**src/rtl/msrv32_reg_file_mp.sv**
```systemverilog
// msrv32_reg_file_mp: multi-port register file with busy scoreboard and sequential clear engine.
// Define MSRV32_RF_FWD_EN to forward same-cycle write data to the read ports.
module msrv32_reg_file_mp #(
    parameter int XLEN  = 32,
    parameter int NREGS = 32,
    parameter int NRD   = 2
) (
    input  logic                       ms_riscv32_mp_clk_in,
    input  logic                       ms_riscv32_mp_rst_n_in,
    input  logic [NRD*$clog2(NREGS)-1:0] rd_addr_in,
    output logic [NRD*XLEN-1:0]        rd_data_out,
    output logic [NRD-1:0]             rd_busy_out,
    input  logic                       wa_en_in,
    input  logic [$clog2(NREGS)-1:0]   wa_addr_in,
    input  logic [XLEN-1:0]            wa_data_in,
    input  logic                       wb_en_in,
    input  logic [$clog2(NREGS)-1:0]   wb_addr_in,
    input  logic [XLEN-1:0]            wb_data_in,
    input  logic                       iss_en_in,
    input  logic [$clog2(NREGS)-1:0]   iss_rd_in,
    input  logic                       clr_req_in,
    output logic                       clr_busy_out
);
    localparam int AW = $clog2(NREGS);

    typedef enum logic {IDLE, CLEAR} state_t;

    state_t            state;
    logic [XLEN-1:0]   regs [NREGS];
    logic [NREGS-1:0]  busy;
    logic [AW-1:0]     cnt;
    logic              idle, wa_we, wb_we;

    assign idle         = state == IDLE;
    assign wa_we        = idle && wa_en_in && wa_addr_in != '0;
    assign wb_we        = idle && wb_en_in && wb_addr_in != '0;
    assign clr_busy_out = !idle;

    always_ff @(posedge ms_riscv32_mp_clk_in or negedge ms_riscv32_mp_rst_n_in) begin
        if (!ms_riscv32_mp_rst_n_in) begin
            state <= IDLE;
            cnt   <= '0;
            busy  <= '0;
            for (int r = 0; r < NREGS; r++) regs[r] <= '0;
        end else begin
            for (int r = 1; r < NREGS; r++) begin
                if (!idle) begin
                    if (cnt == AW'(r)) regs[r] <= '0;
                end else if (wb_we && wb_addr_in == AW'(r)) regs[r] <= wb_data_in;
                else if (wa_we && wa_addr_in == AW'(r)) regs[r] <= wa_data_in;
                // issue beats write-back so a re-issued destination stays busy
                if (idle && clr_req_in) busy[r] <= 1'b0;
                else if (idle && iss_en_in && iss_rd_in == AW'(r)) busy[r] <= 1'b1;
                else if ((wa_we && wa_addr_in == AW'(r)) || (wb_we && wb_addr_in == AW'(r))) busy[r] <= 1'b0;
            end
            if (idle) begin
                if (clr_req_in) begin
                    state <= CLEAR;
                    cnt   <= AW'(1);
                end
            end else begin
                cnt <= cnt + 1'b1;
                if (cnt == AW'(NREGS - 1)) state <= IDLE;
            end
        end
    end

    for (genvar k = 0; k < NRD; k++) begin : g_rd
        logic [AW-1:0]   a;
        logic [XLEN-1:0] d;
        logic            hit_a, hit_b;
        assign a     = rd_addr_in[k*AW +: AW];
        assign hit_a = wa_we && wa_addr_in == a;
        assign hit_b = wb_we && wb_addr_in == a;
`ifdef MSRV32_RF_FWD_EN
        assign d = hit_b ? wb_data_in : hit_a ? wa_data_in : regs[a];
`else
        assign d = regs[a];
`endif
        assign rd_data_out[k*XLEN +: XLEN] = (!ms_riscv32_mp_rst_n_in || a == '0) ? '0 : d;
        assign rd_busy_out[k] = ms_riscv32_mp_rst_n_in && busy[a] && !(hit_a || hit_b);
    end
endmodule

```
**config.mk**
```make
export PLATFORM = sky130hd
export DESIGN_NAME = msrv32_reg_file_mp
export DESIGN_NICKNAME = d
export VERILOG_FILES = /design/src/rtl/msrv32_reg_file_mp.sv
export SDC_FILE = /design/constraint.sdc
export NUM_CORES = 2
export LEC_CHECK = 0
export ABC_AREA = 0
export CELL_PAD_IN_SITES_DETAIL_PLACEMENT = 1
export CELL_PAD_IN_SITES_GLOBAL_PLACEMENT = 1
export CORE_MARGIN = 3
export CORE_UTILIZATION = 47
export CTS_CLUSTER_SIZE = 10
export DETAILED_ROUTE_END_ITERATION = 10
export MAX_ROUTING_LAYER = met4
export PLACE_DENSITY = 0.82
export SYNTH_ARGS = -nofsm -noshare
export SYNTH_HDL_FRONTEND = slang
export SYNTH_SLANG_ARGS = --single-unit
```
**constraint.sdc**
```tcl
create_clock -name ms_riscv32_mp_clk_in -period 2.1 [get_ports ms_riscv32_mp_clk_in]
set_input_delay 0.315 -clock ms_riscv32_mp_clk_in [delete_from_list [all_inputs] [get_ports ms_riscv32_mp_clk_in]]
set_output_delay 0.315 -clock ms_riscv32_mp_clk_in [all_outputs]
set_load 0.01 [all_outputs]
```
==> qor_table.md, run 1 <==
| Result | This run |
|:---|:---|
| Vias in the first global route | 89400 |
| Count of different cell masters after synthesis | 67 |
| Boundary Pins | 162 |
| Overall die height | 382 um |
| HPWL after detailed placement | 254000 um |
| Synthesized netlist cell count | 5808 |
| Pin count of the biggest net entering global routing | 164 |
| Number of warnings reported in the yosys synthesis log | 33 |
| Biggest area consumer among synthesized cells | dfrtp_1 |
| First-pass GRT wire length | 750000 um |
| Nets in the synthesized netlist | 5909 |
| Count of H-tree levels built during CTS | 3 |
| Netlist area before placement | 0.0665 sq mm |
| Top flip-flop cell by instance count after synthesis | dfrtp_1 |
| Ys async rst share | 1.00 |
| Avg Cell Area, Syn | 11.4 sq um |
| Port-buffer cells | 161 |
| CTS Root Cell | clkbuf_16 |
| Dominant cells by area after synthesis | dfrtp_1 39%, mux2i_1 18%, mux4_2 11%, o2bb2ai_1 11%, clkbuf_1 2.4% |
| Result of the run | stopped before the end |
| Stage where the flow stopped | 5_1_grt |
| TritonCTS sink count | 1029 |
| #FFs+latches synth | 1029 |
| Last weighted congestion value of the routability-driven placer | 1.06 |
| Max clock buf depth | 3 |
| Proportion of synthesized chip area in sequential cells | 0.387 |
| Die Wd | 382 um |
| Number of buffers added by the clock tree synthesis step | 121 |
| Global-route usage over all layers | 0.748 |
| Overflow after GRT | 106 |
| Post-synth EDFFs | 0 |
| Initial cell density of the core | 0.475 |
| Standard-cell row count | 137 |
| Error text reported by the tool | [ERROR GRT-0116] Global routing finished with congestion. Check the congestion regions in the DRC Viewer. |
| Area share of the largest cell type after synthesis | 0.387 |
[repair_timing]
item	in CTS
setup buffers	115
endpoints found under the hold margin	139
hold buffers	2
pin swaps	162
gates cloned	10
resized for setup	806
endpoints found under the setup margin	1071
[cell usage after synthesis (67+ instances only)]
master	number
a22oi_1	67
dfrtp_1	1029
a31oi_1	96
buf_4	71
nand2_1	134
nor2b_1	85
o22ai_1	82
mux2_2	83
nor3_1	77
buf_2	184
o21ai_1	106
mux2i_1	1222
nor2_1	210
o2bb2ai_1	800
nand3_1	203
clkbuf_1	433
mux4_2	315
[stage by stage]
step                      setup slack (ns)  cells  instance area [sq um]  hold slack (ns)
after floorplan                    -0.0355   5808                  67000           0.0194
after global placement               -1.21   8632                  83200            0.484
after detailed placement             -1.38   8632                  83200            0.497
after CTS                            -1.00   8907                  90200            0.304
[metal layers]
layer / global-route usage / overflow
met3: 0.650 / 3
met5: - / -
met4: 0.706 / 47
met1: 0.740 / 4
met2: 0.850 / 52
[cell families after synthesis]
family,count (synthesis),share of synthesized area
fa+ha+maj,6,0.00113
buf+inv,775,0.0562
xor+xnor,21,0.00277
mux,1673,0.314
flops,1029,0.387
simple gates,852,0.0654
compound gates,1452,0.173
==> run 2: changes to the inputs <==
CELL_PAD_IN_SITES_DETAIL_PLACEMENT = unset   (was 1)
CELL_PAD_IN_SITES_GLOBAL_PLACEMENT = unset   (was 1)
CORE_UTILIZATION = 40   (was 47)
CTS_CLUSTER_SIZE = unset   (was 10)
MAX_ROUTING_LAYER = unset   (was met4)
PLACE_DENSITY = unset   (was 0.82)
PLACE_DENSITY_LB_ADDON = 0.15   (was unset)
clock period = 2.7 ns   (was 2.1 ns; I/O delays follow)
==> run 2 against run 1 <==
  * The flow now finishes, with violations (negative setup slack)
  * Synthesized cell count is the same
  * Area after synthesis unchanged
==> qor_table.md, run 2 <==
| Result | This run | Change |
|:---|:---|:---|
| DRC marker count from the first detailed-route iteration | 8221 |  |
| Global-route usage over all layers | 0.384 |  |
| Synthesized netlist cell count | 5808 | unchanged |
| Share of the clock period used by the worst path after layout | 1.15 |  |
| Critical path's slowest cell | mux4_2 |  |
| Post-synth EDFFs | 0 | unchanged |
| RSZ-0062 raised after global routing | yes |  |
| Boundary Pins | 162 | unchanged |
| Top reg by flops | regs |  |
| First-pass DRT Iterations | 8 |  |
| Hold/Removal Path Class | in2async |  |
| Combined area of the multi-input logic cells | 0.0400 sq mm |  |
| Flop2flop setup slack | 0.07 ns |  |
| Violations in the final reports | negative setup slack |  |
| PnR worst setup slack | -0.397 ns |  |
| Number of vias per cell after detailed routing | 6.99 |  |
| Antenna Nets Post-Route | 0 |  |
| Count of buffer and inverter cells on the critical path | 1 |  |
| Max-slew violation total from the final report | 0 |  |
| IR Drop Worst-Case VDD | 0.000576 V |  |
| Number of nets in the finished design | 6451 |  |
| Filler cell count in the final layout | 14300 |  |
| Last weighted congestion value of the routability-driven placer | 0.985 | -7.4% |
| Peak clock frequency supported by timing | 0.323 GHz |  |
| Worst reg2reg path depth | 7 |  |
| Number of remaining DRC errors | 0 |  |
| HPWL after detailed placement | 216000 um | -15% |
| Flip-flop and latch area | 0.0258 sq mm |  |
| Power density cells | 734 mW/mm^2 |  |
| Vias in the first global route | 59000 |  |
| Delay-heaviest family, CP | multiplexers |  |
| Number of flip-flops in the largest register | 992 |  |
| Full die area | 0.171 sq mm |  |
| Registers with the most flip-flops | regs: 992 flops, busy: 31 flops, cnt: 5 flops |  |
| Number of buffers added by the clock tree synthesis step | 118 | -2.5% |
| Count of H-tree levels built during CTS | 3 | unchanged |
| Final setup violation count | 66 |  |
| Critical path capture point type | output pin |  |
| Top flip-flop cell by instance count after synthesis | dfrtp_1 |  |
| Worst Clk Skew | 0.0391 ns |  |
| Count of different cell masters after synthesis | 67 | unchanged |
| Relative slew slack | 0.240 |  |
| Max clock buf depth | 3 | unchanged |
| Number of antenna violations at the first check in global routing | 12 |  |
| TritonCTS sink count | 1029 | unchanged |
| Total number of vias | 60300 |  |
| Standard-cell row count | 148 | +8.0% |
| Biggest area consumer among synthesized cells | dfrtp_1 |  |
| Capturing point of the worst reg2reg path | regs[83] |  |
| Critical path class | reg2out |  |
| Avg Cell Area, Syn | 11.4 sq um | unchanged |
| CP max FO | 2 |  |
| Worst Hold Margin | 0.102 ns |  |
| Overflow after GRT | 0 |  |
| CTS clock-pin slew for the worst setup and hold paths | 0.06 ns |  |
| Nets in the synthesized netlist | 5909 | unchanged |
| Critical path cell sequence | mux4_2, mux2_4, a211oi_4, a2111oi_4, buf_2 |  |
| Netlist area before placement | 0.0665 sq mm | unchanged |
| Area share of the largest cell type after synthesis | 0.387 | unchanged |
| Kind of launch point of the worst setup path | flop |  |
| Slew at the pin closest to its max-slew limit | 1.14 ns |  |
| Highest cell delay on the worst timing path | 0.50 ns |  |
| Arrival time of the worst setup path | 2.69 ns |  |
| Core region area | 0.164 sq mm |  |
| Ys async rst share | 1.00 | unchanged |
| Highest-count cells in the layout ignoring fill and taps | 1201 x mux2i_1, 1028 x dfrtp_1, 800 x o2bb2ai_1 |  |
| CTS Root Cell | clkbuf_16 |  |
| Endpoint required time on the critical path | 2.30 ns |  |
| Overall die height | 414 um | +8.3% |
| Worst slack, placed | -1.25 ns | +0.130 ns |
| Layout cell share with drive strength beyond 1 | 0.329 |  |
| Commonest cells in the netlist | 1222 x mux2i_1, 1029 x dfrtp_1, 800 x o2bb2ai_1 |  |
| Final routed wire length divided by cell count | 38.9 um |  |
| Tmin final | 3.10 ns |  |
| Port-buffer cells | 161 | unchanged |
| Synth-to-Final Area Change | 27.7% |  |
| Result of the run | finished with violations |  |
| Initial cell density of the core | 0.405 | -0.0696 |
| Total of max-cap violations | 0 |  |
| Routed wire length | 335000 um |  |
| Source of the worst register-to-register timing path | clr_busy_out |  |
| Die Wd | 414 um | +8.3% |
| Number of warnings reported in the yosys synthesis log | 33 | unchanged |
| Most common cell in the netlist | mux2i_1 |  |
| Later-pin clock latency in the skew report | 0.81 ns |  |
| Proportion of synthesized chip area in sequential cells | 0.387 | unchanged |
| Most common cell after layout, fill and taps aside | mux2i_1 |  |
| Pin count of the biggest net entering global routing | 151 |  |
| Static leakage | 37.4 nW |  |
| Final hold violation count | 0 |  |
| #FFs+latches synth | 1029 | unchanged |
| First-pass GRT wire length | 467000 um |  |
| Clock tree from TritonCTS | yes |  |
| Dominant cells by area after synthesis | dfrtp_1 39%, mux2i_1 18%, mux4_2 11%, o2bb2ai_1 11%, clkbuf_1 2.4% |  |
-- run 2: cell counts after synthesis --
Identical to the previous run, type by type.
-- run 2: timing repair --
action | CTS | global route
hold endpoints to repair | 45 | 0
pin swaps | 136 | 92
hold buffers | 1 | 0
cloned | 1 | 0
endpoints found under the setup margin | 66 | 66
resized for setup | 660 | 145
buffers inserted | 120 | 24
-- run 2: worst max path at each step --
stage	start	to	slack [ns]	depth (start not counted)
after global placement	rd_addr_in[1]	rd_data_out[31]	-1.30	10
after detailed placement	rd_addr_in[5]	rd_data_out[40]	-1.25	9
after floorplan	rd_addr_in[1]	rd_data_out[31]	0.19	8
after global routing	regs[575]	rd_data_out[31]	-0.42	5
after CTS	regs[814]	rd_data_out[14]	-0.39	7
final	regs[575]	rd_data_out[31]	-0.40	5
-- run 2: cells by family after synthesis --
group / synth area share
buffers and inverters: 0.0562
adders and majority gates: 0.00113
DFF: 0.387
and+or+nand+nor: 0.0654
xor gates and xnor gates: 0.00277
muxes: 0.314
AOI/OAI and AO/OA: 0.173
-- run 2: area by class of cell --
| type | count | share of cell area |
|---|---|---|
| diodes | 4 | 0.000118 |
| inverters | 5 | 0.000221 |
| repair buffers | 1192 | 0.146 |
| well taps | 2175 | 0.0321 |
| clock inverters | 34 | 0.00516 |
| flip-flops and latches | 1029 | 0.303 |
| multi-input cells | 4004 | 0.472 |
| clock buffers | 173 | 0.0411 |
-- run 2: worst reg2reg max path, cell delays in order, from the launching register on --
cell       delay [ns]
dfrtp_2          0.46
buf_4            0.16
nand3b_1         0.21
nor2_1           0.78
a21oi_4          0.21
a21boi_4         0.24
buf_12           0.23
o2bb2ai_1        0.21
-- run 2: metal layers --
metal,up-vias,GRT usage,part of all wire
met5,-,0,0.00017
met4,8,0.232,0.069
met3,1096,0.124,0.12
met2,4490,0.547,0.42
met1,31000,0.506,0.39
li1,23700,-,-
-- run 2: through the flow --
step                       util  cells  total power [W]  TNS [ns]  cell area (sq um)
after floorplan               -   5808           0.0346         0              66500
after global placement    0.474   8314           0.0423   -182.96              77700
after detailed placement  0.474   8314           0.0427   -188.37              77700
after CTS                 0.513   8594           0.0611    -13.64              84100
after global routing      0.518   8612           0.0643    -13.30              84900
final                     0.518   8616           0.0623    -10.95              84900
-- run 2: report_power, final --
| part | switching [W] | internal (W) | leakage, nW |
|---|---|---|---|
| Sequential | 0.00427 | 0.0202 | 14.1 |
| Combinational | 0.00979 | 0.0111 | 21.4 |
| Clock | 0.00727 | 0.00964 | 1.94 |
Note: power is estimated with default switching activity, not from simulation.
